==> config.mk <==
export PLATFORM = sky130hd
export DESIGN_NAME = mem_subword_ctrl
export DESIGN_NICKNAME = d
export VERILOG_FILES = /design/src/rtl/mem_subword_ctrl.sv
export SDC_FILE = /design/constraint.sdc
export NUM_CORES = 1
export LEC_CHECK = 0
export CORE_MARGIN = 2
export CORE_UTILIZATION = 44
export CTS_CLUSTER_DIAMETER = 30
export DETAILED_ROUTE_END_ITERATION = 10
export MAX_ROUTING_LAYER = met4
export PLACE_DENSITY = 0.82
export SYNTH_ARGS = -nofsm -noshare
export SYNTH_HDL_FRONTEND = slang
export SYNTH_SLANG_ARGS = --single-unit
export TNS_END_PERCENT = 50
==> constraint.sdc <==
create_clock -name Clk -period 2.05 [get_ports Clk]
set_input_delay 0.205 -clock Clk [delete_from_list [all_inputs] [get_ports Clk]]
set_output_delay 0.205 -clock Clk [all_outputs]
set_load 0.03 [all_outputs]
==> src/rtl/mem_subword_ctrl.sv <==
// mem_subword_ctrl: memory-stage access controller.
// Turns byte/halfword stores into a two-cycle read-modify-write against a
// word-only BRAM, aligns and sign-extends sub-word loads, and counts RMW writes.
// Optional feature macro: MEM_MISALIGN_TRAP_EN (trap and suppress misaligned
// halfword/word accesses instead of force-aligning them).
module mem_subword_ctrl #(
    parameter int unsigned ADDR_W = 32,
    parameter int unsigned CNT_W  = 16
) (
    input  logic              Clk,
    input  logic              Rst_n,
    input  logic [ADDR_W-1:0] EX_MEM_Address,
    input  logic [31:0]       EX_MEM_WriteData,
    input  logic              EX_MEM_MemWrite,
    input  logic              EX_MEM_MemRead,
    input  logic              EX_MEM_HalfControl,
    input  logic              EX_MEM_ByteControl,
    input  logic [31:0]       Mem_ReadData,
    output logic [ADDR_W-1:0] Mem_Address,
    output logic [31:0]       Mem_WriteData,
    output logic              Mem_MemWrite,
    output logic [31:0]       Load_Data,
    output logic              Stall,
    output logic              Misalign_Err,
    output logic [CNT_W-1:0]  Rmw_Count
);

    typedef enum logic {
        IDLE      = 1'b0,
        RMW_WRITE = 1'b1
    } state_t;

    state_t            state;
    state_t            state_nxt;
    logic [ADDR_W-1:0] lat_addr;
    logic [31:0]       lat_word;
    logic [CNT_W-1:0]  cnt_q;
    logic              rmw_start_c;

    logic [ADDR_W-1:0] word_addr_c;
    logic [1:0]        lane_c;
    logic              is_half_c;
    logic              is_byte_c;
    logic              misalign_c;
    logic [15:0]       half_c;
    logic [7:0]        byte_c;
    logic [31:0]       load_c;

    // Replace the addressed lane(s) of the old word with the store data.
    function automatic logic [31:0] merge_word(input logic [31:0] old_word,
                                               input logic [15:0] data,
                                               input logic        half,
                                               input logic [1:0]  lane);
        logic [31:0] m;
        m = old_word;
        if (half) begin
            if (lane[1]) m[31:16] = data;
            else         m[15:0]  = data;
        end else begin
            m[{lane, 3'b000} +: 8] = data[7:0];
        end
        return m;
    endfunction

    // Access decode: halfword wins over byte, neither means word.
    always_comb begin
        word_addr_c = {EX_MEM_Address[ADDR_W-1:2], 2'b00};
        lane_c      = EX_MEM_Address[1:0];
        is_half_c   = EX_MEM_HalfControl;
        is_byte_c   = EX_MEM_ByteControl & ~EX_MEM_HalfControl;
`ifdef MEM_MISALIGN_TRAP_EN
        misalign_c  = (EX_MEM_MemRead | EX_MEM_MemWrite) & (state == IDLE) &
                      (is_half_c ? lane_c[0] : (~is_byte_c & (lane_c != 2'b00)));
`else
        misalign_c  = 1'b0;
`endif
    end

    // Load alignment and sign extension from the raw memory word.
    always_comb begin
        half_c = lane_c[1] ? Mem_ReadData[31:16] : Mem_ReadData[15:0];
        byte_c = Mem_ReadData[{lane_c, 3'b000} +: 8];
        if (is_half_c)      load_c = {{16{half_c[15]}}, half_c};
        else if (is_byte_c) load_c = {{24{byte_c[7]}}, byte_c};
        else                load_c = Mem_ReadData;
        Load_Data = '0;
        if ((state == IDLE) && EX_MEM_MemRead && !EX_MEM_MemWrite && !misalign_c)
            Load_Data = load_c;
    end

    // Next-state and memory-side outputs.
    always_comb begin
        state_nxt     = state;
        Mem_Address   = word_addr_c;
        Mem_WriteData = EX_MEM_WriteData;
        Mem_MemWrite  = 1'b0;
        Stall         = 1'b0;
        rmw_start_c   = 1'b0;
        case (state)
            IDLE: begin
                if (EX_MEM_MemWrite && !misalign_c) begin
                    if (is_half_c || is_byte_c) begin
                        Stall       = 1'b1;
                        rmw_start_c = 1'b1;
                        state_nxt   = RMW_WRITE;
                    end else begin
                        Mem_MemWrite = 1'b1;
                    end
                end
            end
            RMW_WRITE: begin
                Mem_Address   = lat_addr;
                Mem_WriteData = lat_word;
                Mem_MemWrite  = 1'b1;
                state_nxt     = IDLE;
            end
            default: state_nxt = IDLE;
        endcase
        // Reset must kill any write in flight, including mid-RMW.
        if (!Rst_n) begin
            Mem_MemWrite = 1'b0;
            Stall        = 1'b0;
            rmw_start_c  = 1'b0;
        end
    end

    // State register.
    always_ff @(posedge Clk or negedge Rst_n) begin
        if (!Rst_n) state <= IDLE;
        else        state <= state_nxt;
    end

    // Capture target address and merged word during the read cycle.
    always_ff @(posedge Clk or negedge Rst_n) begin
        if (!Rst_n) begin
            lat_addr <= '0;
            lat_word <= '0;
        end else if (rmw_start_c) begin
            lat_addr <= word_addr_c;
            lat_word <= merge_word(Mem_ReadData, EX_MEM_WriteData[15:0], is_half_c, lane_c);
        end
    end

    // Saturating count of completed RMW writes.
    always_ff @(posedge Clk or negedge Rst_n) begin
        if (!Rst_n)
            cnt_q <= '0;
        else if ((state == RMW_WRITE) && (cnt_q != {CNT_W{1'b1}}))
            cnt_q <= cnt_q + CNT_W'(1);
    end

    assign Rmw_Count = cnt_q;

`ifdef MEM_MISALIGN_TRAP_EN
    logic err_q;

    // One-cycle misalignment pulse, registered after the offending access.
    always_ff @(posedge Clk or negedge Rst_n) begin
        if (!Rst_n) err_q <= 1'b0;
        else        err_q <= misalign_c;
    end

    assign Misalign_Err = err_q;
`else
    assign Misalign_Err = 1'b0;
`endif

endmodule

# Yosys cells after proc, flatten, opt, wreduce, memory -nomap -nowiden

Index checks and enable logic that the tools add are counted.
W data, S select, Z words.

Logic and storage cells: 37
Output and inout bits: 115
Bits in registers: 79

Bitwise gates (word level): 3
Reduce and logical (&&, ||, !) cells: 5
Equality and inequality tests: 1
Shift operators: 3
Multiplexer cells: 19
$add $sub $neg: 2

Operators with widths:

| cell                     | number |
|---|---|
| $mux W32                 | 6 |
| $mux W16                 | 3 |
| $bwmux W32               | 1 |
| $shift A8 B7 Y32 const A | 1 |
| $shiftx A32 B6 Y8        | 1 |
| $shiftx A8 B7 Y32        | 1 |
| $add A16 B1 Y16 const B  | 1 |
| $ne A16 B16 Y1 const B   | 1 |
| $mux W1                  | 7 |
| $neg A5 Y7               | 1 |
| $pmux W1 S2              | 2 |
| $logic_and A1 B1 Y1      | 3 |
| $not A1 Y1               | 2 |
| $and A1 B1 Y1            | 1 |
| $logic_not A1 Y1         | 1 |
| $logic_or A1 B1 Y1       | 1 |

# Logic depth before layout (Yosys ltp)

Gate-level depths: netlist of run 1.

Depth after elaboration: 7
Depth in mapped cells: 7

# Worst setup path after synthesis of run 1

Ideal clock, no wire load.

Path type: flip-flop to flip-flop
Start: register cnt_q[0], in the netlist Rmw_Count[0]
End: register cnt_q[1], in the netlist Rmw_Count[1]
Setup slack: 0.110 ns
Arrival: 1.815 ns
Cell stages (with the launch flop): 6
Period minus slack after synthesis: 1.940 ns
Required time: 1.925 ns
Setup time: 0.125 ns
Cell sequence: dfrtp_1 -> ha_1 -> nand3_1 -> nor4_4 -> nand2b_1 -> mux2_2

Longest elaborated chain between the ends: 2
Elaborated cells on any way between the ends: 3
Those cells by class: add/sub: 1; eq/ne: 1; reduce/logical: 1

Ends and longest elaborated chain:

| item                                                                    | line | RTL |
|---|---|---|
| start: declaration                                                      | 37   | `logic [CNT_W-1:0] cnt_q;` |
| start signal: assignment                                                | 149  | `cnt_q <= cnt_q + CNT_W'(1);` |
| parallel branches: the longest is 2 deep, another holds $add A16 B1 Y16 | --   |  |

Parallel ways; which one is timed is not known.
A chain may end at the register's enable or synchronous reset.

# Worst setup path in the final report of run 1

Start: input port Mem_ReadData[23]
End: output port Load_Data[10]

Longest elaborated chain between the ends: 4

Ends and longest elaborated chain:

| item               | line | RTL |
|---|---|---|
| start: declaration | 18   | `input logic [31:0] Mem_ReadData,` |
| $shiftx A32 B6 Y8  | 82   | `byte_c = Mem_ReadData[{lane_c, 3'b000} +: 8];` |
| $mux W32           | 84   | `else if (is_byte_c) load_c = {{24{byte_c[7]}}, byte_c};` |
| $mux W32           | 83   | `if (is_half_c) load_c = {{16{half_c[15]}}, half_c};` |
| $mux W32           | 87   | `if ((state == IDLE) && EX_MEM_MemRead && !EX_MEM_MemWrite && !misalign_c)` |
| end: declaration   | 22   | `output logic [31:0] Load_Data,` |

No other way between the ends.

==> metrics.md, run 1 <==
| Metric | Value |
|---|---|
| Lkg Pwr | 3.660 nW |
| RD Place Congestion | 1.093 |
| Crit path largest cell delay | 510 ps |
| Synth top area cells | dfrtp_1 (38%), mux2_2 (21%), a21oi_1 (5.7%) |
| Buffers on Ports | 213 |
| Sequential share of the synthesized area | 37.55% |
| Dpl cell area | 7883 sq um |
| Setup CP Type | in -> out |
| Slew Viols, Final | 0 |
| Routed vias/inst | 5.742 |
| Mapped Area | 5265 sq um |
| # DRC | 0 |
| Unrepaired setup endpoints after global routing | yes |
| Syn avg cell area | 10.13 sq um |
| # H-tree levels | 3 |
| Setup Skew | 7.427 ps |
| Clock root buffer | clkbuf_16 |
| Startpoint Class | input pin |
| Tot Pwr | 5.814 mW |
| ANT nets after route | 0 |
| Crit-path most repeated cell | buf_4 |
| Worst endpoint required time | 1850 ps |
| Die Wd | 113.4 microns |
| Flop pwr share | 36.2% |
| Pwr Density | 710.6 nW/um^2 |
| Largest area contributor in the netlist | dfrtp_1 |
| Max Root-Sink Buffers | 2 |
| Clock slew at reported path FFs | 60 ps |
| Status | finished clean |
| IO Pins | 217 |
| Nets | 879 |
| Largest net degree at the start of global routing | 80 |
| Setup violators final | 0 |
| First-pass GRT wire length | 28,040 microns |
| Area of the die | 12,860 sq um |
| Switching fraction of total power | 35.50% |
| CORE AREA | 11,560 sq um |
| Sink Count | 79 |
| Initial antenna violation count | 0 |
| Period utilization | 99.56% |
| Max capacitance violation total | 0 |
| Synth Instances | 520 |
| Slew @ Worst Pin | 1003 ps |
| TNS Setup | 0 ps |
| Peak supply drop | 0.4065 mV |
| Inserted Diodes | 0 |
| Initial DRC count | 385 |
| CTS buffer count | 9 |
| Crit path max fanout | 8 |
| Hold Path Class | in -> async |
| Rows | 39 |
| Sw Pwr | 2.064 mW |
| TritonRoute pass-1 iters | 5 |
| Most frequent cells in the layout | clkdlybuf4s50_1 (111), mux2_2 (96), buf_4 (95) |
| Clk Latency, worst-skew pair | 340 ps |
| Int Power | 3.750 mW |
| Worst EP arrival | 1840 ps |
| Final WL | 17,960 microns |
| DR WL/cell | 19.54 microns |
| Hold-fix buffers at CTS | 0 |
| Portion of total power attributed to combinational logic | 38.9% |
| Initial Util | 45.53% |
| Via Count | 5,277 |
| R2r endpoint | Rmw_Count[11] |
| Fin. Hold Viols | 0 |
| Slowest stage cell, crit path | clkdlybuf4s50_1 |
| Synth unique cells | 48 |
| Slew margin rel. | 33.12% |
| Non-filler instance count after layout | 919 |
| Gr usage total | 28.60% |
| Clock Power Share | 24.9% |
| Vias in the first global route | 5,315 |
| Fin util | 70.75% |
| Placed Cells | 900 |
| Reg2reg setup slack | 240 ps |
| Top-area cell type share of the netlist area | 37.55% |
| Commonest non-fill, non-tap cell in the layout | clkdlybuf4s50_1 |
| Post-route cell area | 8182 sq um |
| Tmin final | 2041 ps |
| CP cell instances | clkdlybuf4s50_1, mux2i_2, nor4b_4, buf_4, a21oi_4, a21oi_2, buf_4 |
| Die Ht | 113.4 microns |
| Fraction of layout instances using a drive strength above 1 | 30.80% |
| DPL Wire Length | 13,810 microns |
| Worst reg2reg path depth | 5 |
| #FFs+latches synth | 79 |
| Grt total ovfl | 0 |
| Yosys warns | 0 |
| Filler cells | 894 |
| Reg-to-reg critical path startpoint | Rmw_Count[0] |
| CTS tree | built |
| Max Freq | 490.0 MHz |
| Area grow syn2layout | 55.39% |
| Critical Path End Type | output port |
per-stage QoR:
stage / setup slack, ps / hold slack [ps]
after detailed placement: -323.4 / 475.4
final: 9.091 / 167.6
after floorplan: 110.1 / -90.59
after CTS: -15.07 / 238.4
after global routing: -26.90 / 276.1
after global placement: -339.9 / 460.3
sequential cells by signal, summed over array words and instances, names as in the netlist:
register and flops:
lat_word 32, lat_addr 30, Rmw_Count 16, state 1
per-layer routing:
layer | vias to the layer above | global-route usage, % | share of wire [%] | wire length (microns)
met5 | - | - | 0 | 0
met4 | 0 | 10.08 | 3.4 | 618
met3 | 36 | 5.420 | 6.4 | 1158
met2 | 248 | 47.35 | 49 | 8758
met1 | 2556 | 35.23 | 41 | 7424
li1 | 2437 | - | - | -
worst max-delay path: cells and delay by family:
kind,cells,cell delay (ps)
buffers and inverters,3,880
AOI/OAI and AO/OA,2,240
muxes,1,120
and+or+nand+nor,1,390
cell families (layout without fill, tap and decap cells):
kind of cell    Yosys count  in the layout  synth area share [%]
compound gates          150            150                 18.96
xor+xnor                 12             12                 1.996
fa+ha+maj                 6              6                 1.426
buf+inv                  48            302                 4.040
flops                    79             79                 37.55
mux                     120            120                 25.10
other cells               1              3               0.07122
simple gates            104            104                 10.86
power groups by stage:
| stage | sequential, mW | clock [mW] | combinational [mW] |
|---|---|---|---|
| 6_report | 2.11 | 1.45 | 2.26 |
| 5_1_grt | 2.15 | 1.54 | 2.40 |
| 4_1_cts | 2.10 | 1.48 | 2.26 |
| 3_5_place_dp | 2.13 | 0 | 2.34 |
| 3_3_place_gp | 2.11 | 0 | 2.30 |
| 2_1_floorplan | 2.18 | 0 | 1.22 |
worst max-delay path by stage:
stage	startpoint	end	cells past startpoint
4_1_cts	Mem_ReadData[7]	Load_Data[15]	7
3_3_place_gp	EX_MEM_Address[0]	Load_Data[31]	7
2_1_floorplan	Rmw_Count[0]	Rmw_Count[1]	5
5_1_grt	Mem_ReadData[23]	Load_Data[13]	7
3_5_place_dp	EX_MEM_HalfControl	Load_Data[7]	6
6_report	Mem_ReadData[23]	Load_Data[10]	7
cell type report:
class	count	area, sq um	area share, %
multi-input cells	395	3159	38.61
repair buffers	277	2565	31.35
flip-flops and latches	79	1978	24.18
clock inverters	6	37.54	0.4588
inverters	9	33.78	0.4129
clock buffers	10	229.0	2.799
well taps	143	178.9	2.187
synthesized netlist by cell type, drive strengths merged:
master,n
nor3,5
and2,8
clkbuf,16
dfrtp,79
nand2b,2
or4b,1
and3,1
a21boi,7
o21ai,24
nor2b,5
a311o,1
mux2i,24
mux2,96
ha,6
nor4b,1
a21oi,60
nor4,8
o21a,1
clkinv,1
nand3,6
nor2,15
nand4bb,1
xnor2,4
o21bai,1
a22oi,23
or3b,1
a22o,16
nand4,4
nand2,39
o32ai,1
inv,8
a41o,1
nor4bb,2
and3b,1
buf,23
nand3b,1
xor2,8
conb,1
o22ai,1
nor3b,3
a221o,14
repair_timing:
item	CTS	global route
setup endpoints to repair	87	23
setup buffers	1	2
gates resized for setup	67	9
pin swaps	1	2
No activity file was read; power rests on OpenSTA's default activity.
==> run 2: changes to the inputs <==
- ABC_AREA: unset -> 1
- CORE_UTILIZATION: 44 -> 46
- TNS_END_PERCENT: 50 -> unset
==> run 2 against run 1 <==
  * Clock power is 5% higher
  * Critical path type unchanged
  * Highest routed layer unchanged
  * Cell count rose by 50%
  * Hold slack gained 210 ps
  * Sequential cell count is the same
  * Synthesized area grew 16%
  * Combinational power is 2% higher
  * Sequential share of layout area shrank 1.4 points
  * Critical endpoint is now Load_Data[1]
  * Critical path depth is 3 higher
  * Via count is 36% higher
  * Power hardly changed
==> metrics.md, run 2 <==
| Metric | Value |
|---|---|
| Status | finished clean (unchanged) |
| Mapped Area | 6131 sq um (was 5265 sq um) |
| Worst EP arrival | 1790 ps (was 1840 ps) |
| Rows | 42 (was 39) |
| # H-tree levels | 3 (unchanged) |
| Synth unique cells | 33 (was 48) |
| CP Launch Point | EX_MEM_Address[0] (was Mem_ReadData[23]) |
| Vias in the first global route | 6,453 (was 5,315) |
| Most common cell in the netlist | nand2_1 (was mux2_2) |
| Max Root-Sink Buffers | 2 (unchanged) |
| Initial Util | 46.67% (was 45.53%) |
| Fraction of layout instances using a drive strength above 1 | 14.05% (was 30.80%) |
| Ys flop type | dfrtp_1 (unchanged) |
| Tot Pwr | 5.814 mW (about the same) |
| GR Util met1 | 37.54% (was 35.23%) |
| Clock slew at reported path FFs | 60 ps (about the same) |
| Post-route cell area | 8681 sq um (was 8182 sq um) |
| Most frequent cells in the layout | nand2_1 (304), o21ai_0 (144), buf_4 (123) (was clkdlybuf4s50_1 (111), mux2_2 (96), buf_4 (95)) |
| Area of the die | 14,270 sq um (was 12,860 sq um) |
| Setup CP Type | in -> out (unchanged) |
| Worst reg2reg path depth | 8 (was 5) |
| Grt total ovfl | 0 (unchanged) |
| Buffers on Ports | 213 (unchanged) |
| Fin util | 66.08% (was 70.75%) |
| Yosys warns | 0 (unchanged) |
| Crit path capture | Load_Data[1] (was Load_Data[10]) |
| Max Freq | 502.2 MHz (was 490.0 MHz) |
| Met2 usage | 44.68% (was 47.35%) |
| Crit path max fanout | 7 (was 8) |
| Via Count | 7,158 (was 5,277) |
| Dpl cell area | 8356 sq um (was 7883 sq um) |
| Synth top area cells | dfrtp_1 (32%), nand2_1 (19%), o21ai_0 (12%) (was dfrtp_1 (38%), mux2_2 (21%), a21oi_1 (5.7%)) |
| Setup Skew | 10.11 ps (was 7.427 ps) |
| Inserted Diodes | 0 (unchanged) |
| Synth cell count leaders | nand2_1 (305), o21ai_0 (146), inv_1 (118), nor2_1 (116), dfrtp_1 (79) (was mux2_2 (96), dfrtp_1 (79), a21oi_1 (60), nand2_1 (39), mux2i_1 (24)) |
| #FFs+latches synth | 79 (unchanged) |
| Reg2reg setup slack | 310 ps (was 240 ps) |
| Slew margin rel. | 49.11% (was 33.12%) |
| Synth Instances | 994 (was 520) |
| Placed Cells | 1,360 (was 900) |
| TNS Setup | 0 ps (unchanged) |
| CTS tree | built (unchanged) |
| RD Place Congestion | 1.009 (was 1.093) |
| Startpoint Class | input pin (unchanged) |
| Fin. Hold Viols | 0 (unchanged) |
| Gr usage total | 29.11% (was 28.60%) |
| Number of synthesized flops with an enable pin | 0 (unchanged) |
| # DRC | 0 (unchanged) |
| Top-area cell type share of the netlist area | 32.24% (was 37.55%) |
| Fin worst setup slack | 58.82 ps (was 9.091 ps) |
| Largest area contributor in the netlist | dfrtp_1 (unchanged) |
| Sink Count | 79 (unchanged) |
| Initial antenna violation count | 0 (unchanged) |
| R2r endpoint | Rmw_Count[4] (was Rmw_Count[11]) |
| Critical Path End Type | output port (unchanged) |
| DR WL/cell | 14.73 microns (was 19.54 microns) |
| Slew Viols, Final | 0 (unchanged) |
| Worst endpoint required time | 1850 ps (about the same) |
| Max capacitance violation total | 0 (unchanged) |
| Met3 GRT Util | 6.418% (was 5.420%) |
| Clk Latency, worst-skew pair | 330 ps (was 340 ps) |
| Clock root buffer | clkbuf_16 (unchanged) |
| Peak supply drop | 0.3681 mV (was 0.4065 mV) |
| Nets | 1,306 (was 879) |
| Slew @ Worst Pin | 763.3 ps (was 1003 ps) |
| Period utilization | 97.13% (was 99.56%) |
| Area grow syn2layout | 41.59% (was 55.39%) |
| First-pass GRT wire length | 32,490 microns (was 28,040 microns) |
| CTS buffer count | 9 (unchanged) |
| Pwr Density | 669.8 nW/um^2 (was 710.6 nW/um^2) |
| Reg-to-reg critical path startpoint | Rmw_Count[0] (unchanged) |
| Commonest non-fill, non-tap cell in the layout | nand2_1 (was clkdlybuf4s50_1) |
| Async set-reset flop share out of synthesis | 100.0% (unchanged) |
| Sequential share of the synthesized area | 32.24% (was 37.55%) |
| IO Pins | 217 (unchanged) |
| Tmin final | 1991 ps (was 2041 ps) |
| Die Wd | 119.4 microns (was 113.4 microns) |
| GRT busiest layer | met2 (unchanged) |
| ANT nets after route | 0 (unchanged) |
| Hold Path Class | in -> async (unchanged) |
| Die Ht | 119.4 microns (was 113.4 microns) |
| Min Hold Slack | 373.8 ps (was 167.6 ps) |
| Max FFs per register | 32 (unchanged) |
| Largest net degree at the start of global routing | 64 (was 80) |
| Non-filler instance count after layout | 1,379 (was 919) |
| DPL Wire Length | 15,110 microns (was 13,810 microns) |
| Routed vias/inst | 5.191 (was 5.742) |
| Pre-CTS WS | -0.1064 ps (was -323.4 ps) |
| Setup violators final | 0 (unchanged) |
| Final WL | 20,310 microns (was 17,960 microns) |
| Initial DRC count | 558 (was 385) |
| TritonRoute pass-1 iters | 5 (unchanged) |
| Syn avg cell area | 6.168 sq um (was 10.13 sq um) |
| Lkg Pwr | 4.358 nW (was 3.660 nW) |
| CORE AREA | 13,140 sq um (was 11,560 sq um) |
| Unrepaired setup endpoints after global routing | yes (unchanged) |
| Biggest register | lat_word (unchanged) |
[run 2: cell count changes after synthesis, moves of 28 or more]
cell     previous run  this run
nor2_1             13       116
o21ai_0            16       146
mux2_2             96         0
a21oi_1            60        32
nand2_1            39       305
inv_1               8       118
[run 2: logic make-up after synthesis]
family / share of synthesized area, %
compound gates: 23.49
xor+xnor: 0.8571
fa+ha+maj: 1.224
buf+inv: 12.96
flops: 32.24
other cells: 0.06117
simple gates: 29.16
[run 2: how the worst min path moves through the flow]
| stage | start | endpoint | slack [ps] | cells after the start |
|---|---|---|---|---|
| 2_1_floorplan | Rst_n | Rmw_Count[0] | -90 | 0 |
| 3_3_place_gp | Rst_n | lat_word[11] | 130 | 1 |
| 3_5_place_dp | Rst_n | lat_word[8] | 130 | 1 |
| 4_1_cts | Rst_n | lat_word[8] | 380 | 2 |
| 5_1_grt | Rst_n | lat_word[8] | 400 | 2 |
| 6_report | Rst_n | lat_word[8] | 370 | 2 |
[run 2: area by class of cell]
| class | instances | area [sq um] |
|---|---|---|
| clock buffers | 14 | 264.0 |
| clock inverters | 2 | 13.76 |
| fillers | 1227 | 4457 |
| inverters | 124 | 467.9 |
| multi-input cells | 731 | 3393 |
| flip-flops and latches | 79 | 1978 |
| well taps | 176 | 220.2 |
| repair buffers | 253 | 2344 |
[run 2: timing repair]
| item | in CTS | in global routing |
|---|---|---|
| gates resized for setup | 1 | 8 |
| endpoints found under the setup margin | 1 | 30 |
| hold buffers | 1 | 0 |
| pin swaps | 0 | 2 |
| endpoints found under the hold margin | 20 | 0 |
| setup buffers | 0 | 1 |
| gates cloned | 0 | 1 |
[run 2: report_power, final]
group	internal (mW)	switching (mW)	leakage (nW)
logic	0.928	1.37	3.27
clock network	0.891	0.626	0.137
registers	1.84	0.155	0.955
[run 2: worst max-delay path: stages]
cell and delay [ps]:
clkdlybuf4s50_1 530, inv_2 70, buf_4 150, nor3_4 150
buf_4 180, nand2_1 100, o211ai_1 90, nand2_1 100
inv_1 70, buf_4 150
[run 2: routing by layer]
metal	vias to the layer above	part of all wire [%]	wire length, microns
li1	3555	-	-
met1	3197	42	8514
met2	361	45	9149
met3	45	9.9	2006
met4	0	3.1	638
met5	-	0	0
==> run 3: changes to the inputs <==
- CORE_ASPECT_RATIO: unset -> 1.75
- HOLD_SLACK_MARGIN: unset -> 0.02
- REMOVE_ABC_BUFFERS: unset -> 1
==> run 3 against run 2 <==
  * Global-route usage decreased by 0.82 points
  * Combinational power about the same
  * Largest cell class unchanged
  * Count of clock-buffer cells in the layout decreased by 4
  * Largest power group unchanged
  * Die area is 0.26% higher
  * Core utilization increased by 1.9 points
  * Clock power increased by 11%
  * Design area up 1.8%
  * Power up 3.3%
  * Critical endpoint is now Load_Data[7]
  * Non-clock buffer count rose by 4
  * Cell count is the same
==> metrics.md, run 3 (same netlist as run 2, synthesis figures left out) <==
| Metric | Value |
|---|---|
| Startpoint Class | input pin (unchanged) |
| Crit path largest cell delay | 270 ps (was 530 ps) |
| Reg2reg setup slack | 320 ps (was 310 ps) |
| RD Place Congestion | 0.9713 (was 1.009) |
| CTS buffer count | 9 (unchanged) |
| Area grow syn2layout | 44.16% (was 41.59%) |
| Setup CP Type | in -> out (unchanged) |
| Critical Path End Type | output port (unchanged) |
| # H-tree levels | 3 (unchanged) |
| Initial Util | 47.14% (was 46.67%) |
| Slew margin rel. | 65.61% (was 49.11%) |
| Via Count | 7,106 (was 7,158) |
| Fin worst setup slack | 112.1 ps (was 58.82 ps) |
| First-pass GRT wire length | 31,760 microns (was 32,490 microns) |
| Grt total ovfl | 0 (unchanged) |
| Initial DRC count | 368 (was 558) |
| Peak supply drop | 0.6718 mV (was 0.3681 mV) |
| Commonest non-fill, non-tap cell in the layout | nand2_1 (unchanged) |
| DPL Wire Length | 14,900 microns (was 15,110 microns) |
| Unrepaired setup endpoints after global routing | no (was yes) |
| # DRC | 0 (unchanged) |
| Inserted Diodes | 0 (unchanged) |
| Setup violators final | 0 (unchanged) |
| Final WL | 20,380 microns (was 20,310 microns) |
| Max FFs per register | 32 (unchanged) |
| Period utilization | 94.53% (was 97.13%) |
| TritonRoute pass-1 iters | 5 (unchanged) |
| Worst reg2reg path depth | 7 (was 8) |
| Setup Skew | 7.506 ps (was 10.11 ps) |
| CP cell instances | buf_2, buf_4, nand2_1, o21ai_2, nand4_1, buf_4, nand2_8, nor2_1, nor2_1, buf_4 (was clkdlybuf4s50_1, inv_2, buf_4, nor3_4, buf_4, nand2_1, o211ai_1, nand2_1, inv_1, buf_4) |
| Slew @ Worst Pin | 515.9 ps (was 763.3 ps) |
| Slew Viols, Final | 0 (unchanged) |
| Crit-path most repeated cell | buf_4 (unchanged) |
| Clock slew at reported path FFs | 60 ps (about the same) |
| Worst endpoint required time | 1850 ps (about the same) |
| Fin util | 67.96% (was 66.08%) |
| Buffers on Ports | 213 (unchanged) |
| Gr usage total | 28.29% (was 29.11%) |
| Fraction of layout instances using a drive strength above 1 | 14.98% (was 14.05%) |
| Nets | 1,311 (was 1,306) |
| R2r endpoint | Rmw_Count[4] (unchanged) |
| Rows | 55 (was 42) |
| Die Ht | 156.7 microns (was 119.4 microns) |
| Die Wd | 91.27 microns (was 119.4 microns) |
| Crit path max fanout | 19 (was 7) |
| CTS tree | built (unchanged) |
| Sink Count | 79 (unchanged) |
| Slowest stage cell, crit path | nand4_1 (was clkdlybuf4s50_1) |
| TNS Setup | 0 ps (unchanged) |
| Pre-CTS WS | -19.63 ps (was -0.1064 ps) |
| Tmin final | 1938 ps (was 1991 ps) |
| Lkg Pwr | 4.460 nW (was 4.358 nW) |
| Placed Cells | 1,356 (was 1,360) |
| Biggest register | lat_word (unchanged) |
| Clock root buffer | clkbuf_16 (unchanged) |
| Hold Path Class | in -> async (unchanged) |
| Area of the die | 14,300 sq um (was 14,270 sq um) |
| IO Pins | 217 (unchanged) |
| Reg-to-reg critical path startpoint | Rmw_Count[0] (unchanged) |
| CORE AREA | 13,010 sq um (was 13,140 sq um) |
| Status | finished clean (unchanged) |
| Tot Pwr | 6.007 mW (was 5.814 mW) |
| Clk Latency, worst-skew pair | 330 ps (about the same) |
| Max capacitance violation total | 0 (unchanged) |
| Routed vias/inst | 5.153 (was 5.191) |
| Non-filler instance count after layout | 1,379 (unchanged) |
| DR WL/cell | 14.78 microns (was 14.73 microns) |
| ANT nets after route | 0 (unchanged) |
| Pwr Density | 679.6 nW/um^2 (was 669.8 nW/um^2) |
| Initial antenna violation count | 0 (unchanged) |
| Fin. Hold Viols | 0 (unchanged) |
| Largest net degree at the start of global routing | 70 (was 64) |
| Most frequent cells in the layout | nand2_1 (304), o21ai_0 (145), buf_4 (123) (was nand2_1 (304), o21ai_0 (144), buf_4 (123)) |
| Max Freq | 516.0 MHz (was 502.2 MHz) |
| Max Root-Sink Buffers | 2 (unchanged) |
| Vias in the first global route | 6,640 (was 6,453) |
| Worst EP arrival | 1730 ps (was 1790 ps) |
## run 3: metal layers
layer | track usage [%] | up-vias | routed length [microns]
met5 | - | - | 0
met4 | 13.06 | 0 | 932
met3 | 3.274 | 65 | 1265
met2 | 51.01 | 290 | 10790
met1 | 30.94 | 3196 | 7399
li1 | - | 3555 | -
## run 3: repair_timing
item	CTS	global route
resized for setup	1	15
endpoints found under the setup margin	5	29
endpoints found under the hold margin	10	0
setup buffers	0	3
pin swaps	0	6
hold buffers	1	0
cloned	0	3
## run 3: metrics by stage
step	hold WS [ps]	instance area (sq um)
after global placement	66.92	8407
after floorplan	-90.59	5809
after CTS	254.9	8733
after detailed placement	69.41	8407
after global routing	288.4	8838
final	270.1	8838
## run 3: worst max-delay path, delay by kind of cell
kind / cells / cell delay, ps
buffers and inverters: 4 / 840
AOI/OAI and AO/OA: 1 / 70
and+or+nand+nor: 5 / 610
## run 3: worst max-delay path by stage
stage	startpoint	endpoint	slack [ps]	cells after the start
global placement	Mem_ReadData[15]	Load_Data[21]	30	9
floorplan	state	Stall	-1010	3
global route	EX_MEM_Address[1]	Load_Data[7]	4	10
finish	EX_MEM_Address[1]	Load_Data[7]	110	10
CTS	Mem_ReadData[15]	Load_Data[13]	50	9
detailed placement	Mem_ReadData[15]	Load_Data[17]	-20	9
## run 3: final cells by class
type	count	area [sq um]
clock inverter	6	75.07
clock buffer	10	239.0
fill	1121	4168
sequential	79	1978
inverter	124	471.7
timing repair buffer	257	2447
tap	171	214.0
multi-input combinational	732	3413
## run 3: where the power goes
group	internal (mW)	switching [mW]	leakage, nW
Combinational	0.957	1.36	3.35
Clock	0.997	0.693	0.152
Sequential	1.84	0.151	0.955
Total	3.80	2.21	4.46
